--- src/rtl/cia_timer_ctrl.sv ---
// Purpose: 6526-style timer-section controller for two counters: reload latches, control regs, load-strobe FSMs, ICR.
// Latency: writes take effect at the sampling edge; read data and o_irq_n are registered (visible one cycle later).
// Backpressure: none; every clock with i_cs=0 is exactly one access, and i_cnt_irq is sampled every cycle.
//
// Ports:
//   i_clk, i_reset          clock, asynchronous active-high reset
//   i_cs, i_rw, i_addr,     6510-side register access (i_cs active low, i_rw 1=read)
//   i_data, o_data          write data / registered read data
//   o_irq_n                 CPU interrupt, active low, registered
//   i_cnt_irq               per-counter terminal-count pulse (bit0 = A, bit1 = B)
//   o_cnt_cs                per-counter active-low load strobe
//   o_cnt_mode              per-counter mode, 1 = continuous, 0 = single-shot
//   o_cnt_value0/1          reload values (mirror of latches A/B)
module cia_timer_ctrl #(
  parameter int TIMERS = 2
) (
  input  logic              i_clk,
  input  logic              i_reset,
  input  logic              i_cs,
  input  logic              i_rw,
  input  logic [3:0]        i_addr,
  input  logic [7:0]        i_data,
  output logic [7:0]        o_data,
  output logic              o_irq_n,
  input  logic [TIMERS-1:0] i_cnt_irq,
  output logic [TIMERS-1:0] o_cnt_cs,
  output logic [TIMERS-1:0] o_cnt_mode,
  output logic [15:0]       o_cnt_value0,
  output logic [15:0]       o_cnt_value1
);

  typedef enum logic [1:0] {
    TS_STOPPED = 2'd0,
    TS_LOAD    = 2'd1,
    TS_RUNNING = 2'd2
  } ts_e;

  localparam logic [3:0] ADDR_TALO = 4'h4;
  localparam logic [3:0] ADDR_TAHI = 4'h5;
  localparam logic [3:0] ADDR_TBLO = 4'h6;
  localparam logic [3:0] ADDR_TBHI = 4'h7;
  localparam logic [3:0] ADDR_ICR  = 4'hD;
  localparam logic [3:0] ADDR_CRA  = 4'hE;
  localparam logic [3:0] ADDR_CRB  = 4'hF;

  // Register state
  logic [TIMERS-1:0][15:0] latch_q, latch_d;
  logic [TIMERS-1:0]       start_q, start_d;
  logic [TIMERS-1:0]       oneshot_q, oneshot_d;
  logic [TIMERS-1:0]       mask_q, mask_d;
  logic [TIMERS-1:0]       flags_q, flags_d;
  ts_e                     state_q [TIMERS];
  ts_e                     state_d [TIMERS];
  logic [7:0]              data_q, data_d;
  logic                    irq_n_q, irq_n_d;

  // Access decode
  logic              wr_en, rd_en, icr_rd;
  logic [TIMERS-1:0] ctrl_wr;
  logic [7:0]        rd_data;

  assign wr_en      = ~i_cs & ~i_rw;
  assign rd_en      = ~i_cs &  i_rw;
  assign icr_rd     = rd_en && (i_addr == ADDR_ICR);
  assign ctrl_wr[0] = wr_en && (i_addr == ADDR_CRA);
  assign ctrl_wr[1] = wr_en && (i_addr == ADDR_CRB);

  // Latches, mask and flags
  always_comb begin
    latch_d = latch_q;
    mask_d  = mask_q;
    flags_d = flags_q;

    if (wr_en) begin
      case (i_addr)
        ADDR_TALO: latch_d[0][7:0]  = i_data;
        ADDR_TAHI: latch_d[0][15:8] = i_data;
        ADDR_TBLO: latch_d[1][7:0]  = i_data;
        ADDR_TBHI: latch_d[1][15:8] = i_data;
        ADDR_ICR: begin
          if (i_data[7]) mask_d = mask_q | i_data[TIMERS-1:0];
          else           mask_d = mask_q & ~i_data[TIMERS-1:0];
        end
        default: ;
      endcase
    end

    // The clear-on-read is applied first so a coinciding event survives it.
    if (icr_rd) flags_d = '0;
    flags_d = flags_d | i_cnt_irq;
  end

  // Per-timer control FSM
  always_comb begin
    start_d   = start_q;
    oneshot_d = oneshot_q;
    for (int i = 0; i < TIMERS; i++) begin
      state_d[i] = state_q[i];

      if (ctrl_wr[i]) begin
        // A control write always wins over a coinciding one-shot expiry.
        start_d[i]   = i_data[0];
        oneshot_d[i] = i_data[3];
        if (!i_data[0]) begin
          state_d[i] = TS_STOPPED;
        end else if (state_q[i] == TS_STOPPED) begin
          // Counter was already loading while stopped; FORCELOAD adds nothing.
          state_d[i] = TS_RUNNING;
        end else if (i_data[4]) begin
          state_d[i] = TS_LOAD;
        end else begin
          state_d[i] = TS_RUNNING;
        end
      end else begin
        case (state_q[i])
          TS_LOAD: state_d[i] = TS_RUNNING;
          TS_RUNNING: begin
            if (i_cnt_irq[i] && oneshot_q[i]) begin
              start_d[i] = 1'b0;
              state_d[i] = TS_STOPPED;
            end
          end
          default: state_d[i] = TS_STOPPED;
        endcase
      end
    end
  end

  // Read mux and registered outputs
  always_comb begin
    rd_data = 8'h00;
    case (i_addr)
      ADDR_TALO: rd_data = latch_q[0][7:0];
      ADDR_TAHI: rd_data = latch_q[0][15:8];
      ADDR_TBLO: rd_data = latch_q[1][7:0];
      ADDR_TBHI: rd_data = latch_q[1][15:8];
      ADDR_ICR:  rd_data = {|(flags_q & mask_q), 5'b0, flags_q};
      ADDR_CRA:  rd_data = {4'b0, 1'b0, oneshot_q[0], 2'b0, start_q[0]};
      ADDR_CRB:  rd_data = {4'b0, 1'b0, oneshot_q[1], 2'b0, start_q[1]};
      default:   rd_data = 8'h00;
    endcase

    data_d  = rd_en ? rd_data : data_q;
    irq_n_d = ~|(flags_q & mask_q);
  end

  always_ff @(posedge i_clk or posedge i_reset) begin
    if (i_reset) begin
      latch_q   <= {TIMERS{16'hFFFF}};
      start_q   <= '0;
      oneshot_q <= '0;
      mask_q    <= '0;
      flags_q   <= '0;
      data_q    <= 8'h00;
      irq_n_q   <= 1'b1;
      for (int i = 0; i < TIMERS; i++) state_q[i] <= TS_STOPPED;
    end else begin
      latch_q   <= latch_d;
      start_q   <= start_d;
      oneshot_q <= oneshot_d;
      mask_q    <= mask_d;
      flags_q   <= flags_d;
      data_q    <= data_d;
      irq_n_q   <= irq_n_d;
      for (int i = 0; i < TIMERS; i++) state_q[i] <= state_d[i];
    end
  end

  // Counter is only released to decrement in the running state.
  always_comb begin
    for (int i = 0; i < TIMERS; i++) o_cnt_cs[i] = (state_q[i] == TS_RUNNING);
  end

  assign o_cnt_mode   = ~oneshot_q;
  assign o_cnt_value0 = latch_q[0];
  assign o_cnt_value1 = latch_q[1];
  assign o_data       = data_q;
  assign o_irq_n      = irq_n_q;

endmodule

--- config.mk ---
export PLATFORM = sky130hd
export DESIGN_NAME = cia_timer_ctrl
export DESIGN_NICKNAME = d
export VERILOG_FILES = /design/src/rtl/cia_timer_ctrl.sv
export SDC_FILE = /design/constraint.sdc
export NUM_CORES = 1
export LEC_CHECK = 0
export ABC_CLOCK_PERIOD_IN_PS = 1740
export BUFFER_PORTS_ARGS = -buffer_cell sky130_fd_sc_hd__buf_2
export CAP_MARGIN = 30
export CORE_MARGIN = 2
export CORE_UTILIZATION = 47
export DETAILED_ROUTE_END_ITERATION = 10
export GPL_TIMING_DRIVEN = 0
export PLACE_DENSITY_LB_ADDON = 0.08
export SETUP_SLACK_MARGIN = 0.15
export SLEW_MARGIN = 5
export SYNTH_ARGS = -nofsm -noshare
export SYNTH_HDL_FRONTEND = slang
export SYNTH_SLANG_ARGS = --single-unit
export TNS_END_PERCENT = 20
--- constraint.sdc ---
create_clock -name i_clk -period 1.74 [get_ports i_clk]
set_clock_uncertainty 0.2 [all_clocks]
set_input_delay 0.348 -clock i_clk [delete_from_list [all_inputs] [get_ports i_clk]]
set_output_delay 0.348 -clock i_clk [all_outputs]
set_load 0.02 [all_outputs]
* Yosys cells after proc, flatten, opt, wreduce, memory -nomap -nowiden
Index checks and enable logic that the tools add are counted.
** Storage, ports and cells
- Bits in writable memories :: 0
- Input port bits :: 18
- Memories kept :: 0
- Word-level logic and storage cells :: 77
- Bits in latches :: 0
- Output and inout port bits :: 45
- Register bits :: 53
- Memory bits (read-only) :: 0
** Operators by class
- Reductions and logical operators :: 20
- Add/subtract/negate cells :: 0
- $mul :: 0
- Shifts and indexed selects :: 0
- Bitwise operators :: 10
- Div/mod/pow operators :: 0
- $lt $le $gt $ge :: 0
- Muxes and demuxes :: 20
- Equal/unequal tests :: 13
** Operator list (count)
- $pmux W8 S7 :: 1
- $mux W2 :: 11
- $eq A4 B3 Y1 const B :: 4
- $reduce_and A2 Y1 :: 7
- $eq A4 B4 Y1 const B :: 3
- $pmux W2 S2 :: 2
- $reduce_bool A2 Y1 :: 4
- $mux W1 :: 6
- $ne A3 B1 Y1 const B :: 2
- $logic_and A1 B1 Y1 :: 5
- $and A2 B2 Y2 :: 2
- $eq A2 B1 Y1 const B :: 2
- $eq A2 B2 Y1 const B :: 2
- $logic_not A2 Y1 :: 2
- $not A2 Y2 :: 2
- $or A2 B2 Y2 :: 2
- $and A1 B1 Y1 :: 2
- $not A1 Y1 :: 2
- $reduce_or A2 Y1 :: 1
- $logic_not A1 Y1 :: 1

* Depth between registers and ports, before layout
- Word-level depth :: 5
- Depth in mapped cells :: 6
- Depth with buffers taken out :: 4

* Worst setup path after synthesis
Ideal clock, no wire load.
- Kind :: input -> register
- Start point :: input i_addr[1]
- End point :: register data_q[4], in the netlist o_data[4]
- Setup slack :: 0.158 ns
- Arrival :: 1.261 ns
- Buffers on the path :: 1
- Required time :: 1.419 ns
- Cell stages on the path :: 3
- Library setup time :: 0.121 ns
- Path through :: buf_2 > mux4_2 > a22o_1
** Between the ends
- Cells in the longest elaborated chain, start to end :: 2
- Elaborated cells between the ends (all ways) :: 8
- Classes of those cells :: 7 x eq/ne; 1 x mux
** RTL lines
- from (decl) :: line 21 : input logic [3:0] i_addr,
- $eq A4 B4 Y1 or $eq A4 B3 Y1 (tied branches) :: line 132 : case (i_addr)
- $pmux W8 S7 (*) :: line 132
- to (signal assigned) :: line 163 : data_q <= data_d;
- to (decl) :: line 54 : logic [7:0] data_q, data_d;
Every way passes the cells marked *; elsewhere a longest branch is shown, timed or not.
A chain may end at the register's enable or synchronous reset.

* Worst setup path in the final report
- Start point :: register latch_q (netlist bit o_cnt_value0[3])
- End point :: output o_cnt_value0[3]
** RTL lines
- from (decl) :: line 47 : logic [TIMERS-1:0][15:0] latch_q, latch_d;
- from (signal assigned) :: line 149 : latch_q <= {TIMERS{16'hFFFF}};
- from (signal assigned) :: line 158 : latch_q <= latch_d;
- to (decl) :: line 28 : output logic [15:0] o_cnt_value0,
No word-level cell between the ends.

==> results by group <==
Floorplanning
  • Initial Util: 48.7%
  • Height of the chip: 76.7 µm
  • FP Rows: 26
  • Core area: 5110 µm²
  • Full die area: 5890 µm²
  • Die width: 76.7 µm
  • I/O pin count: 63

Critical path
  • Critical path startpoint category: flop
  • Crit-path max cell delay: 0.55 ns
  • Slowest CP cell: dfstp_2
  • Arrival @ worst endpoint: 1.03 ns
  • CP Buf/Inv Count: 1
  • Worst reg2reg path startpoint: o_cnt_value1[11]
  • CP Capture Type: output pin
  • Data required time of the critical path: 1.19 ns
  • Reg2reg end: o_data[3]
  • Crit Path Class: reg2out
  • CP Cell Sequence: buf_2
  • CP top delay family: flip-flops
  • Max Fanout on Critical Path: 3
  • Reg2reg path depth: 4
  • R2r setup slk: 0.18 ns

Power
  • Psw: 1020 µW
  • Power Internal: 2300 µW
  • Leakage: 0.00142 µW
  • Clock network power share: 23.2%
  • Sequential share of power: 50.5%
  • IR drop worst, VDD: 0.000607 V
  • Switching share of power: 30.7%
  • Total power: 3320 µW
  • Comb power frac: 26.3%
  • PwrDens: 1080 nW/µm²

Drt
  • Drt total wl: 5550 µm
  • Vias: 1756
  • Vias per inst: 5.29
  • Drt pass-1 iters: 4
  • Top Metal Used: met4
  • WL met3: 285 µm
  • DRC errors left: 0
  • Routed length per placed instance: 16.7 µm
  • Number of DRC markers in iteration 0: 46
  • M1 WL: 2500 µm
  • Routed wl met2: 2710 µm
  • Detail Route Antenna Nets: 0

Yosys
  • Mapped Area: 2490 µm²
  • Library cells used by synthesis: 39
  • Main synth FF type: dfstp_2
  • Yosys reg bits: 53
  • Syn Nets: 203
  • Mean area per synthesized cell: 13.4 µm²
  • EDFF count, synth: 0
  • Post-Synthesis Cells: 185
  • Yosys warning total: 0
  • Asr flop ratio synth: 100%
  • Post-synthesis sequential area ratio: 55.0%

Placed design
  • Routability congestion estimate: 0.803
  • DP Wirelength: 3990 µm
  • Placed Area: 2910 µm²
  • I/O Buffers: 62

CTS
  • CTS tree: done
  • CTS Buffer Depth: 2
  • Clk sink count: 53
  • Clock latency on the worst-skew pair: 0.31 ns
  • Total CTS buffers: 5
  • Root Driver: clkbuf_8
  • CTS clk-pin slew, worst paths: 0.10 ns
  • H-tree levels: 2

Global routing
  • Initial antenna violation count: 0
  • Vias in the first global route: 1806
  • Global-route wire length before repair: 9100 µm
  • Largest net degree at the start of global routing: 35
  • Total GRT Usage: 19.8%
  • Grt ovf: 0

STA
  • Worst Tran Pin Value: 0.562 ns
  • Final hold vios: 0
  • RSZ-0062 raised after global routing: true
  • Min Tclk post-route: 1.58 ns
  • Max-slew violation count: 0
  • Period utilization: 90.5%
  • Setup violators final: 0
  • Slew headroom: 62.5%
  • Fmax: 0.635 GHz

Worst hold path
  • Hold-critical path depth: 2
  • Min-delay src: i_cnt_irq[0]
  • Hold WC Path Type: in2reg
  • Hold EP: flags_q[0]

Final layout
  • Post-route cell area: 3070 µm²
  • Fin nets: 279
  • Most common cell after layout, fill and taps aside: buf_2
  • Area growth from synthesis to layout: 23.6%
  • Most frequent cells in the layout: buf_2 (62), mux2_2 (35), dfstp_2 (33), dfrtp_1 (20), nand2_1 (12)
  • Layout cells sized above 1: 63.4%
  • Area used by multi-input combinational logic: 1060 µm²
  • Fillers: 447
  • Diodes inserted: 0
  • FF+latch area: 1370 µm²

Flow run
  • Max_cap viols: 0

Outcome
  • Status: finished, final reports clean
[final cells by class]
| cell class | instances | area share (%) |
|---|---|---|
| inverters | 4 | 0.611 |
| clock buffers | 7 | 3.18 |
| multi-input cells | 121 | 34.7 |
| plain buffers | 7 | 1.43 |
| well taps | 70 | 2.85 |
| clock inverters | 1 | 0.163 |
| repair buffers | 69 | 12.6 |
| flip-flops and latches | 53 | 44.5 |
[cell families (layout without fill, tap and decap cells)]
group | after synthesis | after routing | synth area share [%]
buf+inv | 11 | 88 | 2.37
flops | 53 | 53 | 55.0
compound gates | 27 | 27 | 6.89
mux | 43 | 43 | 22.7
simple gates | 51 | 51 | 13.0
[cell usage after synthesis, types with 4 or more instances]
library cell	count	area share, %
nor2_1	4	0.60
nand2_1	12	1.8
nor2b_1	5	1.3
inv_1	4	0.60
mux4_2	6	5.4
mux2_2	35	16
nand3_1	7	1.4
nand2b_1	4	1.0
a22o_1	4	1.4
dfstp_2	33	35
dfrtp_1	20	20
o21ai_0	10	2.0
[layer usage]
layer | up-vias | GRT usage (%)
met3 | 6 | 4.47
met4 | 0 | 5.27
met1 | 880 | 25.8
li1 | 820 | -
met2 | 50 | 33.3
met5 | - | 0
[metrics by stage]
stage	utilization (%)	hold WS [ns]	setup slack (ns)	TNS, ns	cells
floorplan	-	0.197	0.158	0	185
global placement	56.5	0.234	-0.159	-2.87	317
detailed placement	56.9	0.183	-0.182	-3.40	318
CTS	59.6	0.0450	0.149	0	329
global route	60.1	0.0395	0.116	0	332
finish	60.1	0.0557	0.165	0	332
[repair_timing]
| action | in CTS | in global routing |
|---|---|---|
| resized for setup | 4 | 1 |
| buffers inserted | 2 | 3 |
| pin swaps | 0 | 1 |
| hold endpoints to repair | 14 | 0 |
| hold buffers | 1 | 0 |
| setup endpoints to repair | 2 | 36 |
[state kept, by name (all words and copies together) (netlist names), named ones only]
signal        flops
flags_q           2
o_cnt_value0     16
o_data            8
o_irq_n           1
start_q           2
state_q           4
o_cnt_value1     16
oneshot_q         2
[power by group through the flow]
stage               sequential (µW)  combinational, µW  clock (µW)
floorplan                      1900                350           0
global placement               1690                844           0
detailed placement             1700                859           0
CTS                            1680                871         797
global route                   1710                938         838
finish                         1670                872         769
[worst max path at each step]
stage / slack, ns / cells past startpoint / to / from
2_1_floorplan: 0.16 / 3 / o_data[4] / i_addr[1]
3_3_place_gp: -0.16 / 4 / o_cnt_value0[7] / i_addr[1]
3_5_place_dp: -0.18 / 4 / o_cnt_value0[6] / i_addr[1]
4_1_cts: 0.15 / 2 / o_cnt_cs[1] / state_q[1]
5_1_grt: 0.12 / 2 / o_cnt_cs[0] / state_q[2]
6_report: 0.16 / 1 / o_cnt_value0[3] / o_cnt_value0[3]
(Power assumes the default switching activity.)
